[src/rtl/pic_intc_pkg.sv]
// Shared types and default sizing for the pic_intc interrupt controller.
package pic_intc_pkg;

  localparam int NSRC_DEF        = 4;
  localparam int SYNC_STAGES_DEF = 2;

  typedef enum logic [1:0] {
    IDLE    = 2'd0,
    REQ     = 2'd1,
    SERVICE = 2'd2
  } state_t;

endpackage

[src/rtl/pic_intc_sync.sv]
// One interrupt source: multi-flop synchronizer followed by a rising-edge detect flop.
module pic_intc_sync
  import pic_intc_pkg::*;
#(
  parameter int SYNC_STAGES = SYNC_STAGES_DEF
) (
  input  logic clock,
  input  logic reset,
  input  logic src,
  output logic rise
);

  logic [SYNC_STAGES-1:0] sync_q;
  logic                   edge_q;

  always_ff @(posedge clock or negedge reset) begin
    if (!reset) begin
      sync_q <= '0;
      edge_q <= 1'b0;
    end else begin
      sync_q <= {sync_q[SYNC_STAGES-2:0], src};
      edge_q <= sync_q[SYNC_STAGES-1];
    end
  end

  assign rise = sync_q[SYNC_STAGES-1] & ~edge_q;

endmodule

[src/rtl/pic_intc.sv]
// Edge-triggered interrupt controller: sync, pending latch, enable mask, arbitration, REQ/SERVICE handshake.
// Build option: define PIC_INTC_RR_EN for round-robin arbitration instead of fixed lowest-index priority.
module pic_intc
  import pic_intc_pkg::*;
#(
  parameter int NSRC        = NSRC_DEF,
  parameter int SYNC_STAGES = SYNC_STAGES_DEF,
  parameter int VEC_W       = $clog2(NSRC)
) (
  input  logic             clock,
  input  logic             reset,
  input  logic [NSRC-1:0]  irq_src,
  input  logic             en_wr,
  input  logic [NSRC-1:0]  en_din,
  output logic [NSRC-1:0]  en_q,
  output logic             irq,
  output logic [VEC_W-1:0] irq_vec,
  input  logic             irq_ack,
  input  logic             irq_eoi,
  output logic [NSRC-1:0]  pending,
  output logic             busy
);

  state_t            state_q, state_d;
  logic [VEC_W-1:0]  vec_q, vec_d;
  logic [NSRC-1:0]   pending_q, pending_d;
  logic [NSRC-1:0]   en_r;
  logic [NSRC-1:0]   rise;
  logic [NSRC-1:0]   eligible;
  logic [VEC_W-1:0]  search_start;
  logic [VEC_W-1:0]  winner;
  logic              ack_fire;

  for (genvar g = 0; g < NSRC; g++) begin : g_src
    pic_intc_sync #(
      .SYNC_STAGES(SYNC_STAGES)
    ) u_sync (
      .clock(clock),
      .reset(reset),
      .src  (irq_src[g]),
      .rise (rise[g])
    );
  end

  // First eligible source found scanning upward (with wrap) from start.
  function automatic logic [VEC_W-1:0] pick(input logic [NSRC-1:0] req,
                                           input logic [VEC_W-1:0] start);
    logic [VEC_W-1:0] sel;
    logic             found;
    int               idx;
    sel   = '0;
    found = 1'b0;
    for (int i = 0; i < NSRC; i++) begin
      idx = (int'(start) + i) % NSRC;
      if (!found && req[idx]) begin
        sel   = VEC_W'(idx);
        found = 1'b1;
      end
    end
    return sel;
  endfunction

`ifdef PIC_INTC_RR_EN
  logic [VEC_W-1:0] rr_ptr;

  // Pointer starts at the last index so the first search begins at source 0.
  always_ff @(posedge clock or negedge reset) begin
    if (!reset) begin
      rr_ptr <= VEC_W'(NSRC - 1);
    end else if (ack_fire) begin
      rr_ptr <= vec_q;
    end
  end

  assign search_start = (rr_ptr == VEC_W'(NSRC - 1)) ? '0 : rr_ptr + 1'b1;
`else
  assign search_start = '0;
`endif

  assign eligible = pending_q & en_r;
  assign winner   = pick(eligible, search_start);

  always_comb begin
    state_d  = state_q;
    vec_d    = vec_q;
    irq      = 1'b0;
    busy     = 1'b0;
    ack_fire = 1'b0;
    unique case (state_q)
      IDLE: begin
        if (|eligible) begin
          vec_d   = winner;
          state_d = REQ;
        end
      end
      REQ: begin
        irq = 1'b1;
        if (irq_ack) begin
          ack_fire = 1'b1;
          state_d  = SERVICE;
        end
      end
      SERVICE: begin
        busy = 1'b1;
        if (irq_eoi) begin
          state_d = IDLE;
        end
      end
      default: state_d = IDLE;
    endcase
  end

  // A fresh edge wins over a same-cycle clear so that interrupt is not lost.
  always_comb begin
    pending_d = pending_q;
    if (ack_fire) begin
      pending_d[vec_q] = 1'b0;
    end
    pending_d = pending_d | rise;
  end

  always_ff @(posedge clock or negedge reset) begin
    if (!reset) begin
      state_q   <= IDLE;
      vec_q     <= '0;
      pending_q <= '0;
      en_r      <= '0;
    end else begin
      state_q   <= state_d;
      vec_q     <= vec_d;
      pending_q <= pending_d;
      if (en_wr) begin
        en_r <= en_din;
      end
    end
  end

  assign en_q    = en_r;
  assign irq_vec = vec_q;
  assign pending = pending_q;

endmodule

[config.mk]
export PLATFORM = sky130hd
export DESIGN_NAME = pic_intc
export DESIGN_NICKNAME = d
export VERILOG_FILES = /design/src/rtl/pic_intc_pkg.sv /design/src/rtl/pic_intc_sync.sv /design/src/rtl/pic_intc.sv
export SDC_FILE = /design/constraint.sdc
export NUM_CORES = 1
export LEC_CHECK = 0
export BUFFER_PORTS_ARGS = -buffer_cell sky130_fd_sc_hd__buf_2
export CORE_AREA = 2 2 44 46
export DETAILED_ROUTE_END_ITERATION = 10
export DIE_AREA = 0 0 46 48
export HOLD_SLACK_MARGIN = 0.05
export PLACE_DENSITY = 0.76
export SLEW_MARGIN = 20
export SYNTH_ARGS = -nofsm -noshare
export SYNTH_HDL_FRONTEND = slang
export SYNTH_SLANG_ARGS = --single-unit
[constraint.sdc]
create_clock -name clock -period 3.05 [get_ports clock]
set_input_delay 0 -clock clock [delete_from_list [all_inputs] [get_ports clock]]
set_output_delay 0 -clock clock [all_outputs]
set_load 0.02 [all_outputs]
* Yosys cells after proc, flatten, opt, wreduce, memory -nomap -nowiden
Index checks and enable logic that the tools add are counted.
** Cells by class
- Mux-type cells :: 17
- Equal/unequal tests :: 5
- Bitwise logic cells :: 12
- Reduce and logical (&&, ||, !) cells :: 11
- Magnitude comparators :: 2
** Operators by type and width (number)
- 2-bit 2-to-1 mux :: 5
- 1-bit 2-to-1 mux :: 9
- 4-bit bitwise AND :: 2
- 2-bit != test (second input constant) :: 3
- 2-bit one-hot mux with 3 select lines :: 1
- 1-bit bitwise AND :: 4
- 1-bit logical AND :: 4
- 4-bit 2-to-1 mux :: 1
- 1-bit inverter :: 4
- 4-bit inverter :: 1
- 4-bit OR :: 1
- 4-bit OR reduction :: 1
- 1-bit zero test :: 3
- 2-bit by 3-bit less-than comparator with 1-bit output (second input constant) :: 1
- 3-bit AND reduction :: 1
- 1-bit demux with 2-bit select :: 1
- 2-bit by 1-bit equality test with 1-bit output (second input constant) :: 1
- 2-bit equality test (second input constant) :: 1
- 2-bit by 1-bit greater-or-equal comparator with 1-bit output (second input constant) :: 1
- 2-bit zero test :: 1
- 2-bit AND reduction :: 1
** Word-level totals
- Flip-flop bits (word level) :: 24
- Output and inout port bits :: 12
- Logic and storage cells :: 59

* Logic depth before layout (Yosys ltp)
Gate-level depths: netlist of the first run.
- Depth in word-level cells :: 11
- Gate-level depth with buffers :: 3
- Gate-level depth less buffers :: 3

* Cells and area by module
Synthesis of the first run repeated with hierarchy kept, for this count alone.
** Unflattened totals
- Cell total of the unflattened synthesis :: 61
- Area, all modules :: 884.6 µm²
** Modules (own cells, without submodules)
- pic_intc :: area each 529.3 µm², cells an instance 45, times used 1, sequential area each 300.3 µm²
- pic_intc_sync :: area each 88.8 µm², cells an instance 4, times used 4, sequential area each 75.1 µm²

* Least setup slack after synthesis of the first run
OpenSTA, ideal clock, no wires.
- Kind :: register to register
- Start :: register state_q[1]
- End :: register pending_q[2] (netlist: pending[2])
- Stages on the path, launching flop included :: 4
- Setup time :: 121 ps
- Data arrival time :: 1043 ps
- Path slack :: 1886 ps
- Cell sequence :: dfrtp_1 > nand3b_1 > or3_1 > a22o_1
** On the way
- Longest elaborated chain between the ends :: 4
** RTL lines
- start, declared :: line pic_intc.sv:24 : state_t state_q, state_d;
- start signal, assigned :: line pic_intc.sv:129 : state_q <= state_d;
- 2-bit by 1-bit equality test with 1-bit output :: line pic_intc.sv:89 : unique case (state_q)
- 1-bit 2-to-1 mux :: line pic_intc.sv:89
- 4-bit 2-to-1 mux :: line pic_intc.sv:116 : if (ack_fire) begin
- 4-bit OR :: line pic_intc.sv:119 : pending_d = pending_d | rise;
- via pending_d[2] :: line pic_intc.sv:26 : logic [NSRC-1:0] pending_q, pending_d;
- end signal, assigned :: line pic_intc.sv:131 : pending_q <= pending_d;
- end, declared :: line pic_intc.sv:26
The timed path passes the listed nets, and every way through them passes these cells.
A chain may end at the register's enable or synchronous reset.

* Final worst setup path of the first run
- Start :: register state_q[0]
- End :: register state_q[1]
** On the way
- Longest elaborated chain between the ends :: 3
** RTL lines (line)
- 2-bit equality test, or another cell as far along :: pic_intc.sv:89
- 2-bit != test (no source line)
- 3-bit AND reduction (no source line)
Parallel ways exist; a longest one is shown, timed or not.

==> impl_metrics.tcl, run 1 <==
set metrics [dict create \
    status "completed" \
    die_h_um 48 \
    syn_to_final_growth_pct 40.5 \
    p_sw_mw 0.322 \
    holdWs_ps 201 \
    arrival_ps 1650 \
    path_clk_slew_ps 120 \
    p_int_mw 0.585 \
    p_leak_nw 0.561 \
    setup_viol 0 \
    clock_latency_ps 300 \
    pwr-share-seq_pct 50.5 \
    grt_max_degree 25 \
    p_per_area_nw_per_um2 774 \
    synthesis.nets 74 \
    ant_nets 0 \
    rows 15 \
    synth.distinct_cells 19 \
    fillers 121 \
    worstSetupPathType "reg -> reg" \
    cp_cell_sequence "nand2b_1, o21ai_0, dlygate4sd3_1" \
    layout-drive-gt1-share_pct 31.4 \
    critPathMaxStageDelay_ps 570 \
    dieArea_um2 2210 \
    ir_worst_vdd_uv 445 \
    worst_pin_slew_ps 512 \
    numPortBuffers 24 \
    critical_path_required_ps 3290 \
    combPwrFrac_pct 32.4 \
    cts_root_buf "clkbuf_4" \
    setup_ws_ps 1650 \
    drc 0 \
    syn_avg_cell_area_um2 13.7 \
    yosys.area_share.adder_pct 0 \
    drt-total-wl_um 1560 \
    hold_buffers 16 \
    cts_sinks 24 \
    synth_top_family_by_area "compound AO/OA/AOI/OAI gates" \
    routedWlPerCell_um 12.8 \
    syn_inst 61 \
    skew_ps 5.59 \
    synthMuxAreaShare_pct 5.41 \
    die_w_um 46 \
    dpl.hpwl_um 1020 \
    tns_ps 0 \
    worstPathMaxFanout 7 \
    routabilityCongestion 0.825 \
    antenna_found_initial 0 \
    grt_pass1_wl_um 2390 \
    numCtsBuffers 3 \
    grt-ovfl-total 0 \
    dr.pass1.iters 4 \
    maxCapViolCount 0 \
    cts_tree "done" \
    syn_area_um2 833 \
    slowest_stage "dlygate4sd3_1" \
    yosysSeqAreaShare_pct 72.1 \
    htreeDepth 1 \
    p_clk_share_pct 17.1 \
    synth-seq-cells 24 \
    synth_xor_xnor_area_share_pct 0 \
    cts.repair.resized 0 \
    total_power_mw 0.907 \
    fin_crit_ps 1400 \
    yosys_warnings 0 \
    switching_share_pct 35.5 \
    hold_path.class "in -> async" \
    post-route-util_pct 69.3 \
    min_period_over_period_pct 46.0 \
    hold_viol 0 \
    routed-via-count 628 \
    start_kind "flip-flop" \
    postCtsSetupRepairBufs 0 \
    yosys.area_share.simple_pct 6.61 \
    timing.fmax_mhz 712 \
    start_util_pct 49.3 \
    layout_common_cells "24 x dfrtp_1, 24 x buf_2, 16 x dlygate4sd3_1" \
    grt_pass1_vias 575 \
    place_ws_ps 1810 \
    track_usage_pct 15.7 \
    rsz0062_at_grt "false" \
    io_pins 25 \
    drtIter0Drc 11 \
    viasPerCell 5.15 \
    num_antenna_cells 0 \
    core_area_um2 1690 \
    slew_headroom_pct 65.9 \
    synth_compound_area_share_pct 13.2 \
    clockBufferDepth 2 \
    maxSlewViolCount 0 \
    crit_path_end_kind "flip-flop" \
    fin_nets 119 \
]
==> worst max-delay path: cells and delay by family (launching register included) <==
family,cells,cell delay (ps)
DFF,1,450
AOI/OAI and AO/OA,1,150
and+or+nand+nor,1,180
buffers and inverters,1,570
==> state kept, by name, indices dropped and copies added, names as in the netlist <==
register	cells
g_src.u_sync.sync_q	8
en_q	4
g_src.u_sync.edge_q	4
pending	4
irq_vec	2
state_q	2
==> cell usage after synthesis (all sizes together) <==
cell type   n  area [µm²]
dfrtp      24         601
or3         1        6.26
a211oi      1        7.51
inv         6        22.5
a22o        4        35.0
o21ai       6        30.0
a32o        1        10.0
nor3        1        5.00
mux2        4        45.0
o31ai       1        7.51
nand3b      1        7.51
nand2b      1        6.26
nor2b       1        6.26
nor2        1        3.75
a21oi       4        20.0
nand4b      1        8.76
nand2       3        11.3
==> logic make-up after synthesis <==
group,Yosys count
flops,24
buf+inv,6
simple gates,10
mux,4
compound gates,17
==> metrics by stage <==
step | instance area (µm²) | cells
3_5_place_dp | 975 | 102
6_report | 1170 | 122
4_1_cts | 1170 | 122
3_3_place_gp | 975 | 102
5_1_grt | 1170 | 122
2_1_floorplan | 833 | 61
==> power groups by stage <==
stage,registers [mW],logic (mW),clock network [mW]
2_1_floorplan,0.498,0.125,0
3_3_place_gp,0.455,0.264,0
3_5_place_dp,0.463,0.265,0
4_1_cts,0.456,0.293,0.164
5_1_grt,0.470,0.324,0.177
6_report,0.458,0.294,0.155
==> final timing paths <==
kind / from / endpoint / slack [ps] / cells after the start
setup / recovery: state_q[0] / state_q[1] / 1650 / 3
hold reg to reg: g_src[2].u_sync.sync_q[0] / g_src[2].u_sync.sync_q[1] / 360 / 0
max in group asynchronous: reset / pending[0] / 2510 / 2
min in group clock: irq_src[3] / g_src[3].u_sync.sync_q[0] / 330 / 2
setup reg to reg: state_q[0] / state_q[1] / 1650 / 3
hold / removal: reset / en_q[2] / 200 / 2
==> cell type report <==
type                            count  area (µm²)  area share (%)
Tap cell                           17        21.3            1.82
Timing Repair Buffer               40         280            23.9
Clock buffer                        4        36.3            3.10
Multi-Input combinational cell     31         210            17.9
Inverter                            6        22.5            1.92
Sequential cell                    24         601            51.3
==> metal layers <==
| metal | part of all wire (%) | routed length [µm] | GRT usage [%] |
|---|---|---|---|
| met2 | 48 | 756 | 28.6 |
| met1 | 46 | 722 | 18.5 |
| met5 | 0 | 0 | 0 |
| met4 | 1.2 | 19 | 6.86 |
| met3 | 4.0 | 63 | 2.26 |
Power figures use the tool's default switching activity.
==> inputs of run 2 (changes only) <==
Settings changed: CORE_AREA 2 2 44 46 to 2 2 45 47, DIE_AREA 0 0 46 48 to 0 0 47 49, PLACE_DENSITY 0.76 to 0.73.
Clock period 3.05 ns to 1.44 ns, I/O delays scaled along.
==> run 2 against run 1 <==
  * Worst hold slack worse by 12 ps
  * Cell area rose by 1.2%
  * Fmax up 1.4%
  * Count of clock-buffer cells in the layout is the same
  * Largest cell class unchanged
  * Clock skew shrank 3.3 ps
  * Clock power rose by 110%
  * Sequential share of layout area down 0.49 points
  * Non-clock buffer count stayed put
==> impl_metrics.tcl, run 2 (synthesized netlist as in run 1, its figures left out) <==
set metrics [dict create \
    status "completed" \
    clockBufferDepth 2 \
    cp_cell_sequence "nand2b_1, o21ai_0, dlygate4sd3_1" \
    ir_worst_vdd_uv 995 \
    arrival_ps 1630 \
    dp_cells 112 \
    maxSlewViolCount 0 \
    maxCapViolCount 0 \
    drtIter0Drc 5 \
    numCtsBuffers 3 \
    clock_latency_ps 300 \
    p_sw_mw 0.673 \
    path_clk_slew_ps 120 \
    postCtsSetupRepairBufs 0 \
    drt-total-wl_um 1600 \
    rsz0062_at_grt "false" \
    min_period_over_period_pct 96.2 \
    dpl.hpwl_um 1030 \
    path_delay_family "buffers and inverters" \
    critPathMaxStageDelay_ps 560 \
    setup_viol 0 \
    track_usage_pct 15.2 \
    routedWlPerCell_um 12.1 \
    viasPerCell 4.74 \
    fin_crit_ps 1390 \
    layout-drive-gt1-share_pct 32.4 \
    slew_headroom_pct 66.5 \
    hold_viol 0 \
    fillers 150 \
    p_clk_share_pct 17.2 \
    numPortBuffers 24 \
    place_ws_ps 213 \
    largest_reg_flops 8 \
    hold_path.class "in -> async" \
    p_leak_nw 0.560 \
    htreeDepth 1 \
    layout_common_cells "24 x buf_2, 23 x dfrtp_1, 16 x dlygate4sd3_1" \
    cts_tree "done" \
    routed-via-count 626 \
    slowest_stage "dlygate4sd3_1" \
    post-route-util_pct 64.3 \
    ant_nets 0 \
    cts_root_buf "clkbuf_4" \
    syn_to_final_growth_pct 42.2 \
    worstPathMaxFanout 7 \
    die_w_um 47 \
    drc 0 \
    stdcell_count 132 \
    fin_nets 119 \
    skew_ps 2.27 \
    combPwrFrac_pct 32.4 \
    grt-ovfl-total 0 \
    start_kind "flip-flop" \
    routabilityCongestion 0.806 \
    start_util_pct 45.2 \
    antenna_found_initial 0 \
    tns_ps 0 \
    worstSetupPathType "reg -> reg" \
    final_common_cell "buf_2" \
    pwr-share-seq_pct 50.4 \
    io_pins 25 \
    critical_path_required_ps 1680 \
    core_area_um2 1840 \
    worst-path-buf-inv 1 \
    p_per_area_nw_per_um2 1620 \
    crit_path_end_kind "flip-flop" \
    worst_pin_slew_ps 502 \
    switching_share_pct 35.1 \
    die_h_um 49 \
    rows 16 \
    timing.fmax_mhz 722 \
    dr.pass1.iters 4 \
    grt_pass1_wl_um 2470 \
    grt_max_degree 25 \
    cts_sinks 24 \
    setup_ws_ps 55.0 \
    largest_register "g_src.u_sync.sync_q" \
    p_int_mw 1.24 \
    num_antenna_cells 0 \
    dieArea_um2 2300 \
    grt_pass1_vias 521 \
]
## run 2: cell counts in the layout (fill, tap and decap cells not counted)
No cell type changed its count.
## run 2: layout make-up
| type | instances | area [µm²] | area share, % |
|---|---|---|---|
| Clock buffer | 4 | 36.3 | 3.06 |
| Timing Repair Buffer | 40 | 280 | 23.7 |
| Multi-Input combinational cell | 31 | 210 | 17.7 |
| Sequential cell | 24 | 602 | 50.8 |
| Inverter | 6 | 22.5 | 1.90 |
| Tap cell | 27 | 33.8 | 2.85 |
## run 2: per-layer routing
layer / track usage, % / routed length (µm)
met5: 0 / 0
met4: 6.94 / 19
met3: 2.22 / 69
met2: 23.3 / 862
met1: 20.9 / 648
## run 2: final timing paths
check                                           from                         to  slack [ps]  depth (start not counted)
min in group clock                        irq_src[2]  g_src[2].u_sync.sync_q[0]         330                          2
setup / recovery                          state_q[0]                 state_q[1]          50                          3
hold / removal                                 reset                    en_q[1]         190                          2
max in group asynchronous                      reset                 state_q[0]         890                          2
hold reg to reg            g_src[2].u_sync.sync_q[0]  g_src[2].u_sync.sync_q[1]         360                          0
setup reg to reg                          state_q[0]                 state_q[1]          50                          3
## run 2: repair_timing
| item | CTS | global route |
|---|---|---|
| setup endpoints to repair | 0 | 1 |
| hold buffers | 16 | 0 |
| hold endpoints to repair | 34 | 0 |
| gates resized for setup | 0 | 1 |
## run 2: power groups by stage
stage                     clock network, mW  logic, mW  registers, mW
after floorplan                           0      0.266           1.05
after global placement                    0      0.558          0.965
after detailed placement                  0      0.563          0.978
after CTS                             0.342      0.621          0.963
after global routing                  0.364      0.686          0.994
final                                 0.330      0.620          0.967
## run 2: metrics by stage
| step | area (µm²) | power [mW] | hold WS, ps |
|---|---|---|---|
| 2_1_floorplan | 833 | 1.32 | -296 |
| 3_3_place_gp | 987 | 1.52 | -8.17 |
| 3_5_place_dp | 987 | 1.54 | -2.92 |
| 4_1_cts | 1180 | 1.93 | 188 |
| 5_1_grt | 1180 | 2.04 | 239 |
| 6_report | 1180 | 1.92 | 189 |
## run 2: worst register-to-register path: cells and delay by family, from the launching register on
| family | cells | cell delay [ps] |
|---|---|---|
| AO/OA/AOI/OAI | 1 | 130 |
| buffers and inverters | 1 | 560 |
| flip-flops | 1 | 460 |
| AND/OR/NAND/NOR | 1 | 180 |
==> inputs of run 3 (changes only) <==
Settings changed: PLACE_DENSITY 0.73 to 0.77.
==> run 3 against run 2 <==
  * Cell area is 2.1% lower
  * Non-clock buffer count is 1 lower
  * Sequential share of layout area is 0.99 points higher
  * Cell count is 1.5% lower
  * Count of clock-buffer cells in the layout is 1 lower
  * Worst hold slack better by 15 ps
  * Clock skew is 0.82 ps higher
  * Critical path type unchanged
  * Setup slack better by 12 ps
  * Register-to-register slack hardly changed
==> impl_metrics.tcl, run 3 (synthesized netlist as in run 1, its figures left out) <==
set metrics [dict create \
    status "completed" \
    num_antenna_cells 0 \
    drtIter0Drc 5 \
    clock_latency_ps 300 \
    drt-total-wl_um 1600 \
    dpl.hpwl_um 1010 \
    r2r_slack_ps 70 \
    layout-drive-gt1-share_pct 31.1 \
    critical_path_required_ps 1640 \
    postCtsSetupRepairBufs 0 \
    skew_ps 3.09 \
    crit_start "en_q[2]" \
    fillers 153 \
    worst-path-buf-inv 1 \
    viasPerCell 4.70 \
    critPathMaxStageDelay_ps 540 \
    r2r-end "en_q[2]" \
    cts_sinks 24 \
    grt_pass1_wl_um 2770 \
    arrival_ps 1570 \
    largest_register "g_src.u_sync.sync_q" \
    htreeDepth 1 \
    crit_path_end_kind "flip-flop" \
    tns_ps 0 \
    grt-ovfl-total 0 \
    p_per_area_nw_per_um2 1600 \
    die_w_um 47 \
    path_depth 2 \
    hold_viol 0 \
    grt_max_degree 25 \
    numCtsBuffers 3 \
    rsz0062_at_grt "false" \
    slew_headroom_pct 64.7 \
    min_period_over_period_pct 95.4 \
    start_kind "flip-flop" \
    ant_nets 0 \
    fin_nets 118 \
    slowest_stage "dlygate4sd3_1" \
    clockBufferDepth 2 \
    dieArea_um2 2300 \
    dr.pass1.iters 4 \
    layout_common_cells "24 x dfrtp_1, 24 x buf_2, 15 x dlygate4sd3_1" \
    syn_to_final_growth_pct 39.2 \
    rows 16 \
    stdcell_count 130 \
    largest_reg_flops 8 \
    worstPathMaxFanout 5 \
    drc 0 \
    ir_worst_vdd_uv 813 \
    path_delay_family "buffers and inverters" \
    cts_tree "done" \
    place_ws_ps 218 \
    cp_cell_sequence "mux2_2, dlygate4sd3_1" \
    r2r-start "en_q[2]" \
    r2r_cells 2 \
    antenna_found_initial 0 \
    io_pins 25 \
    worstSetupPathType "reg -> reg" \
    dp_cells 112 \
    core_area_um2 1840 \
    place_area_um2 987 \
    routabilityCongestion 0.816 \
    endpoint "en_q[2]" \
    die_h_um 49 \
    setup_ws_ps 66.6 \
    p_leak_nw 0.548 \
    fin_crit_ps 1370 \
    routedWlPerCell_um 12.3 \
    final_cell_area_um2 1160 \
    maxSlewViolCount 0 \
    setup_viol 0 \
    maxCapViolCount 0 \
    worst_pin_slew_ps 529 \
    path_clk_slew_ps 120 \
    cts_root_buf "clkbuf_4" \
    grt_pass1_vias 645 \
    track_usage_pct 16.8 \
    hold_path.class "in -> async" \
    numPortBuffers 24 \
    post-route-util_pct 63.0 \
    routed-via-count 611 \
    timing.fmax_mhz 728 \
    start_util_pct 45.2 \
]
## run 3: layout make-up
type / instances / area (µm²) / area share [%]
Sequential cell: 24 / 601 / 51.8
Timing Repair Buffer: 39 / 270 / 23.3
Multi-Input combinational cell: 31 / 210 / 18.1
Tap cell: 27 / 33.8 / 2.91
Clock buffer: 3 / 22.5 / 1.94
Inverter: 6 / 22.5 / 1.94
## run 3: per-layer routing
metal	routed length [µm]	share of wire [%]	vias to the layer above	global-route usage (%)
met2	784	49	16	26.3
li1	-	-	297	-
met4	16	1.0	0	8.33
met3	63	3.9	2	2.22
met1	733	46	296	22.2
met5	0	0	-	0
## run 3: how the worst min path moves through the flow
stage / startpoint / endpoint / slack [ps] / cells after the start
after floorplan: reset / en_q[0] / -300 / 0
after global placement: reset / pending[2] / -9 / 1
after detailed placement: reset / irq_vec[0] / -2 / 1
after CTS: reset / irq_vec[0] / 200 / 2
after global routing: reset / irq_vec[1] / 260 / 2
final: reset / pending[0] / 200 / 2
## run 3: metrics by stage
step / total power [mW] / hold slack, ps
after floorplan: 1.32 / -296
after global placement: 1.52 / -9.44
after detailed placement: 1.54 / -1.77
after CTS: 1.85 / 196
after global routing: 1.98 / 262
final: 1.85 / 204
## run 3: power by group
part	leakage, nW	total (mW)	internal, mW	switching (mW)
registers	0.273	0.960	0.807	0.153
logic	0.261	0.612	0.264	0.348
clock network	0.0138	0.278	0.0975	0.181
## run 3: what timing repair did
item	in CTS	in global routing
hold buffers	15	0
resized for setup	0	0
hold endpoints to repair	34	0
